===== src/rtl/matmul_sequencer_pkg.sv =====
// rtl/matmul_sequencer_pkg.sv - shared state encoding and geometry defaults for the GEMM sequencer
package matmul_sequencer_pkg;

  localparam int DEF_SYS_ROWS = 50;
  localparam int DEF_SYS_COLS = 50;
  localparam int DEF_A_ROWS   = 50;
  localparam int DEF_TILE_W   = 8;
  localparam int DEF_ADDR_W   = 16;

  typedef enum logic [2:0] {
    ST_IDLE,
    ST_LOAD_W,
    ST_STREAM,
    ST_FLUSH,
    ST_DRAIN,
    ST_DONE
  } state_e;

  // One shared phase counter must reach the longest of the three phase lengths.
  function automatic int cnt_width(input int a, input int b, input int c);
    int m;
    m = a;
    if (b > m) m = b;
    if (c > m) m = c;
    return (m > 1) ? $clog2(m) : 1;
  endfunction

endpackage


===== src/rtl/matmul_sequencer_result_delay_line.sv =====
// rtl/matmul_sequencer_result_delay_line.sv - fixed-depth shift register aligning result-row tags with the array output
module result_delay_line #(
  parameter int DEPTH = 1,
  parameter int WIDTH = 1
) (
  input  logic             clk,
  input  logic             rst_n,
  input  logic [WIDTH-1:0] din,
  output logic [WIDTH-1:0] dout
);

  logic [WIDTH-1:0] stage_q [DEPTH];
  logic [WIDTH-1:0] stage_d [DEPTH];

  always_comb begin
    stage_d[0] = din;
    for (int i = 1; i < DEPTH; i++) begin
      stage_d[i] = stage_q[i-1];
    end
  end

  always_ff @(posedge clk or negedge rst_n) begin
    if (!rst_n) begin
      for (int i = 0; i < DEPTH; i++) begin
        stage_q[i] <= '0;
      end
    end else begin
      stage_q <= stage_d;
    end
  end

  assign dout = stage_q[DEPTH-1];

endmodule


===== src/rtl/matmul_sequencer.sv =====
// rtl/matmul_sequencer.sv - control FSM for one systolic-array GEMM pass: weight load, stream, flush, drain
module matmul_sequencer
  import matmul_sequencer_pkg::*;
#(
  parameter int SYS_ROWS = DEF_SYS_ROWS,
  parameter int SYS_COLS = DEF_SYS_COLS,
  parameter int A_ROWS   = DEF_A_ROWS,
  parameter int PIPE_LAT = SYS_ROWS + SYS_COLS - 1,
  parameter int TILE_W   = DEF_TILE_W,
  parameter int ADDR_W   = DEF_ADDR_W
) (
  input  logic              clk,
  input  logic              rst_n,
  input  logic              start,
  input  logic [TILE_W-1:0] num_tiles,
  output logic              busy,
  output logic              done,
  output logic              w_rd_en,
  output logic [ADDR_W-1:0] w_rd_addr,
  output logic              a_rd_en,
  output logic [ADDR_W-1:0] a_rd_addr,
  output logic              acc_wr_en,
  output logic [ADDR_W-1:0] acc_wr_addr,
  output logic              acc_accumulate,
  output logic [TILE_W-1:0] tile_idx,
  output logic              out_valid,
  input  logic              out_ready,
  output logic [ADDR_W-1:0] acc_rd_addr
);

  localparam int CNT_W = cnt_width(SYS_ROWS, A_ROWS, PIPE_LAT);
  localparam int DL_W  = CNT_W + 2;

  state_e            state_q, state_d;
  logic [CNT_W-1:0]  row_q, row_d;
  logic [TILE_W-1:0] tile_q, tile_d;
  logic [TILE_W-1:0] num_q, num_d;
  logic              busy_q, busy_d;
  logic              done_q, done_d;
  logic              w_rd_en_q, w_rd_en_d;
  logic [ADDR_W-1:0] w_rd_addr_q, w_rd_addr_d;
  logic              a_rd_en_q, a_rd_en_d;
  logic [ADDR_W-1:0] a_rd_addr_q, a_rd_addr_d;
  logic              out_valid_q, out_valid_d;
  logic [ADDR_W-1:0] acc_rd_addr_q, acc_rd_addr_d;
  logic [DL_W-1:0]   dl_in, dl_out;

  always_comb begin
    state_d = state_q;
    row_d   = row_q;
    tile_d  = tile_q;
    num_d   = num_q;
    case (state_q)
      ST_IDLE: begin
        if (start) begin
          num_d   = num_tiles;
          tile_d  = '0;
          row_d   = '0;
          state_d = (num_tiles != '0) ? ST_LOAD_W : ST_DONE;
        end
      end
      ST_LOAD_W: begin
        if (row_q == CNT_W'(SYS_ROWS - 1)) begin
          row_d   = '0;
          state_d = ST_STREAM;
        end else begin
          row_d = row_q + 1'b1;
        end
      end
      ST_STREAM: begin
        if (row_q == CNT_W'(A_ROWS - 1)) begin
          row_d   = '0;
          state_d = ST_FLUSH;
        end else begin
          row_d = row_q + 1'b1;
        end
      end
      ST_FLUSH: begin
        if (row_q == CNT_W'(PIPE_LAT - 1)) begin
          row_d = '0;
          // Widened compare avoids underflow of num_tiles-1.
          if (({1'b0, tile_q} + (TILE_W+1)'(1)) < {1'b0, num_q}) begin
            tile_d  = tile_q + 1'b1;
            state_d = ST_LOAD_W;
          end else begin
            state_d = ST_DRAIN;
          end
        end else begin
          row_d = row_q + 1'b1;
        end
      end
      ST_DRAIN: begin
        if (out_ready) begin
          if (row_q == CNT_W'(A_ROWS - 1)) begin
            row_d   = '0;
            state_d = ST_DONE;
          end else begin
            row_d = row_q + 1'b1;
          end
        end
      end
      ST_DONE:  state_d = ST_IDLE;
      default:  state_d = ST_IDLE;
    endcase

    // Outputs are computed from the next state so they register alongside it.
    busy_d        = (state_d != ST_IDLE);
    done_d        = (state_d == ST_DONE);
    w_rd_en_d     = (state_d == ST_LOAD_W);
    a_rd_en_d     = (state_d == ST_STREAM);
    out_valid_d   = (state_d == ST_DRAIN);
    w_rd_addr_d   = w_rd_en_d ? ADDR_W'(tile_d) * ADDR_W'(SYS_ROWS) + ADDR_W'(row_d) : '0;
    a_rd_addr_d   = a_rd_en_d ? ADDR_W'(tile_d) * ADDR_W'(A_ROWS) + ADDR_W'(row_d) : '0;
    acc_rd_addr_d = out_valid_d ? ADDR_W'(row_d) : '0;
  end

  always_ff @(posedge clk or negedge rst_n) begin
    if (!rst_n) begin
      state_q       <= ST_IDLE;
      row_q         <= '0;
      tile_q        <= '0;
      num_q         <= '0;
      busy_q        <= 1'b0;
      done_q        <= 1'b0;
      w_rd_en_q     <= 1'b0;
      w_rd_addr_q   <= '0;
      a_rd_en_q     <= 1'b0;
      a_rd_addr_q   <= '0;
      out_valid_q   <= 1'b0;
      acc_rd_addr_q <= '0;
    end else begin
      state_q       <= state_d;
      row_q         <= row_d;
      tile_q        <= tile_d;
      num_q         <= num_d;
      busy_q        <= busy_d;
      done_q        <= done_d;
      w_rd_en_q     <= w_rd_en_d;
      w_rd_addr_q   <= w_rd_addr_d;
      a_rd_en_q     <= a_rd_en_d;
      a_rd_addr_q   <= a_rd_addr_d;
      out_valid_q   <= out_valid_d;
      acc_rd_addr_q <= acc_rd_addr_d;
    end
  end

  // row_q is aligned with a_rd_en_q, so it tags the row entering the array this cycle.
  assign dl_in = {a_rd_en_q, a_rd_en_q ? row_q : CNT_W'(0), a_rd_en_q && (tile_q != '0)};

  result_delay_line #(
    .DEPTH (PIPE_LAT),
    .WIDTH (DL_W)
  ) u_result_delay_line (
    .clk   (clk),
    .rst_n (rst_n),
    .din   (dl_in),
    .dout  (dl_out)
  );

  assign acc_wr_en      = dl_out[DL_W-1];
  assign acc_wr_addr    = ADDR_W'(dl_out[DL_W-2:1]);
  assign acc_accumulate = dl_out[0];
  assign busy           = busy_q;
  assign done           = done_q;
  assign w_rd_en        = w_rd_en_q;
  assign w_rd_addr      = w_rd_addr_q;
  assign a_rd_en        = a_rd_en_q;
  assign a_rd_addr      = a_rd_addr_q;
  assign out_valid      = out_valid_q;
  assign acc_rd_addr    = acc_rd_addr_q;
  assign tile_idx       = tile_q;

endmodule


===== config.mk =====
export PLATFORM = sky130hd
export DESIGN_NAME = matmul_sequencer
export DESIGN_NICKNAME = d
export VERILOG_FILES = /design/src/rtl/matmul_sequencer_pkg.sv /design/src/rtl/matmul_sequencer_result_delay_line.sv /design/src/rtl/matmul_sequencer.sv
export SDC_FILE = /design/constraint.sdc
export NUM_CORES = 1
export LEC_CHECK = 0
export BUFFER_PORTS_ARGS = -buffer_cell sky130_fd_sc_hd__buf_4
export CAP_MARGIN = 25
export CORE_UTILIZATION = 25
export CTS_BUF_LIST = sky130_fd_sc_hd__clkbuf_4
export DETAILED_ROUTE_END_ITERATION = 6
export SLEW_MARGIN = 10
export SYNTH_ARGS = -nofsm -noshare
export SYNTH_HDL_FRONTEND = slang
export SYNTH_SLANG_ARGS = --single-unit

===== constraint.sdc =====
create_clock -name clk -period 17.8 [get_ports clk]
set_input_delay 2.67 -clock clk [delete_from_list [all_inputs] [get_ports clk]]
set_output_delay 2.67 -clock clk [all_outputs]
set_load 0.02 [all_outputs]

==> summary.txt <==
Outcome
  – Status: finished, violations left
  – Failing checks: DRC

Pwr
  – Sw Share: 0.268
  – Leak: 16.5 nW
  – Peak VDD IR: 0.0926 mV
  – Cell Int Power: 3.17 mW
  – Switching pwr: 1.16 mW
  – Clock power frac: 0.353
  – Combinational share of power: 0.122
  – Sequential Power Share: 0.525
  – Power per cell area: 137 mW/mm2

GRT
  – Initial antenna violation count: 0
  – Largest net degree at the start of global routing: 204
  – Vias in the first global route: 12600
  – Overflow after GRT: 0
  – First-pass GRT wire length: 62500 um
  – GRT Total Usage: 0.0696

Detailed routing
  – Via count: 11300
  – Drt wl/cell: 11.4 um
  – Vias per std cell: 3.57
  – DRC violations left: 1
  – Number of DRC markers in iteration 0: 563
  – WL final: 35900 um
  – Post-route antenna net violation count: 0
  – Drt pass-1 iters: 7

Logic synthesis
  – Synth unique cells: 65
  – Synth Register Bits: 959
  – Main synth FF type: dfrtp_1
  – Synth area leaders: dfrtp_1, ha_1, nor2_1
  – Mean Syn Cell Area: 19.5 um2
  – Area leader, netlist: dfrtp_1
  – Cell Area, Synth: 0.0268 mm2
  – Post-Syn Instances: 1374
  – List of most frequent post-synthesis cells: dfrtp_1, ha_1, nor2_1
  – Ys Warns: 0
  – Count leader, synth: dfrtp_1
  – Post-synth ARST share: 1.00
  – Area share of the largest cell type after synthesis: 0.896
  – EDFF count, synth: 0
  – Sequential share of the synthesized area: 0.896

Floorplan
  – # IOs: 91
  – Starting Density: 0.253
  – DIE WIDTH: 329 um
  – Die height: 329 um
  – Die area: 0.108 mm2
  – FP Rows: 119
  – Core area: 0.106 mm2

Layout
  – Share of layout cells above drive strength 1: 0.229
  – Register area: 0.0240 mm2
  – Non-filler cells, final: 3158
  – Final net count: 1702
  – Multi-input logic area: 0.00250 mm2
  – Antenna cells: 0
  – Syn-to-layout area delta: 17.6%
  – # fillers: 10400

Placement
  – Dpl hpwl: 18600 um
  – Placer Congestion: 0.770
  – DP Cell Count: 2827
  – # port buffers: 70

Worst hold path
  – Hold Path Class: flop to flop
  – Hold path depth: 0
  – Hold wc startpoint: u_result_delay_line.stage_d[733]
  – Hold EP: u_result_delay_line.stage_d[724]

Timing
  – Final Hold Fails: 0
  – Final min period: 6630 ps
  – Final setup vio count: 0
  – Max Freq: 0.151 GHz
  – Tcrit/Tclk final: 0.373
  – Rel. slew slack: 0.300
  – Setup TNS Final: 0 ps
  – RSZ-0062 raised after global routing: no
  – Worst slew pin tran: 1050 ps
  – Skew final: 54.7 ps
  – Final Slew Violations: 0

Critical path
  – R2R setup slack: 11170 ps
  – Crit path from: tile_idx[1]
  – Crit path max fanout: 10
  – CP Data Arrival Time: 7410 ps
  – R2R Path End: a_rd_addr[14]
  – FF-to-FF Start: tile_idx[1]
  – Crit. End Element: flop
  – Critical Setup Path Class: flop to flop
  – FF-to-FF path depth: 23
  – Worst EP required: 18580 ps
  – Critical path startpoint category: flop

CTS
  – CTS resizes: 0
  – CTS tree: done
  – Clock-pin slew on the worst setup and hold paths: 80 ps
  – Clk Latency, worst-skew pair: 890 ps
  – CTS Buffer Depth: 3
  – Total clock sinks: 959
  – Clock buffer count from CTS: 198
  – Hold_buf cts: 0
  – H-tree depth: 4
  – Root buf cell: clkbuf_4
  – # Post-CTS Setup Buffers: 0

Job
  – Max cap viols: 0
## cells by family after synthesis
group                    synth area share
XOR/XNOR                          0.00687
AO/OA/AOI/OAI                      0.0248
other                            0.000140
AND/OR/NAND/NOR                    0.0318
buffers and inverters              0.0136
flip-flops                          0.896
adder cells (fa/ha/maj)            0.0249
multiplexers                      0.00205
## how the worst max path moves through the flow
stage,endpoint,slack [ps]
2_1_floorplan,a_rd_addr[14],11190
3_3_place_gp,a_rd_addr[14],10970
3_5_place_dp,a_rd_addr[14],10790
4_1_cts,a_rd_addr[14],11240
5_1_grt,a_rd_addr[14],10720
6_report,a_rd_addr[14],11170
## registers in the layout, summed over array words and instances, names as in the netlist, 3 cells and up
name	flops
u_result_delay_line.dout	9
num_q	8
a_rd_addr	15
u_result_delay_line.stage_d	882
tile_idx	8
row_q	7
acc_rd_addr	7
w_rd_addr	15
state_q	3
## power groups by stage
stage	registers, mW	clock network (mW)	logic, mW
detailed placement	2.31	0	0.528
floorplan	2.31	0	0.345
global placement	2.31	0	0.509
global route	2.27	1.72	0.599
finish	2.27	1.52	0.528
CTS	2.27	1.61	0.531
## cell type report
class | instances | area share
tap | 1391 | 0.0553
inverter | 31 | 0.00369
sequential | 959 | 0.762
multi-input combinational | 366 | 0.0794
timing repair buffer | 83 | 0.0224
clock inverter | 48 | 0.0105
clock buffer | 280 | 0.0667
## critical path: stages, from the launching register on
cell      delay, ps
dfrtp_1         490
ha_1            300
and3_1          230
nand3_1         130
xnor2_1         160
ha_1            300
a21oi_1         130
o21ai_0         100
a21oi_1         260
o2111a_1        450
a21oi_1         130
a31oi_1         390
ha_1            330
ha_1            280
inv_1            50
fa_1            500
inv_1            40
ha_1            250
a211oi_1        330
nor2_1          140
o311ai_1        590
nand3_1         220
or4b_1          580
nor2_1          130
## metrics by stage
| stage | util | power (mW) | hold WS, ps | area [um2] | setup WS (ps) |
|---|---|---|---|---|---|
| 2_1_floorplan | - | 2.66 | 331 | 26900 | 11190 |
| 3_3_place_gp | 0.274 | 2.82 | 332 | 29000 | 10970 |
| 3_5_place_dp | 0.274 | 2.84 | 335 | 29000 | 10790 |
| 4_1_cts | 0.297 | 4.41 | 274 | 31400 | 11240 |
| 5_1_grt | 0.298 | 4.60 | 294 | 31500 | 10720 |
| 6_report | 0.298 | 4.32 | 295 | 31500 | 11170 |
## layer usage
layer  track usage  wire length [um]  up-vias
met1        0.0970             17400     5843
met4        0.0331               800        0
met5             0                 0        -
met3        0.0297              2610       71
met2        0.0920             15100      319
li1              -                 -     5039
## layout by cell type (no fill, tap or decap), drive strengths merged, types with 9 or more instances in the layout
master | synthesis | layout
inv | 31 | 36
buf | 24 | 83
clkbuf | 13 | 280
ha | 47 | 47
and2 | 9 | 9
a21oi | 28 | 28
nor2 | 56 | 56
conb | 1 | 20
o21ai | 33 | 33
nand2 | 40 | 40
a31oi | 11 | 11
xor2 | 13 | 13
clkinv | 0 | 38
dfrtp | 959 | 959
Note: power is estimated with default switching activity, not from simulation.
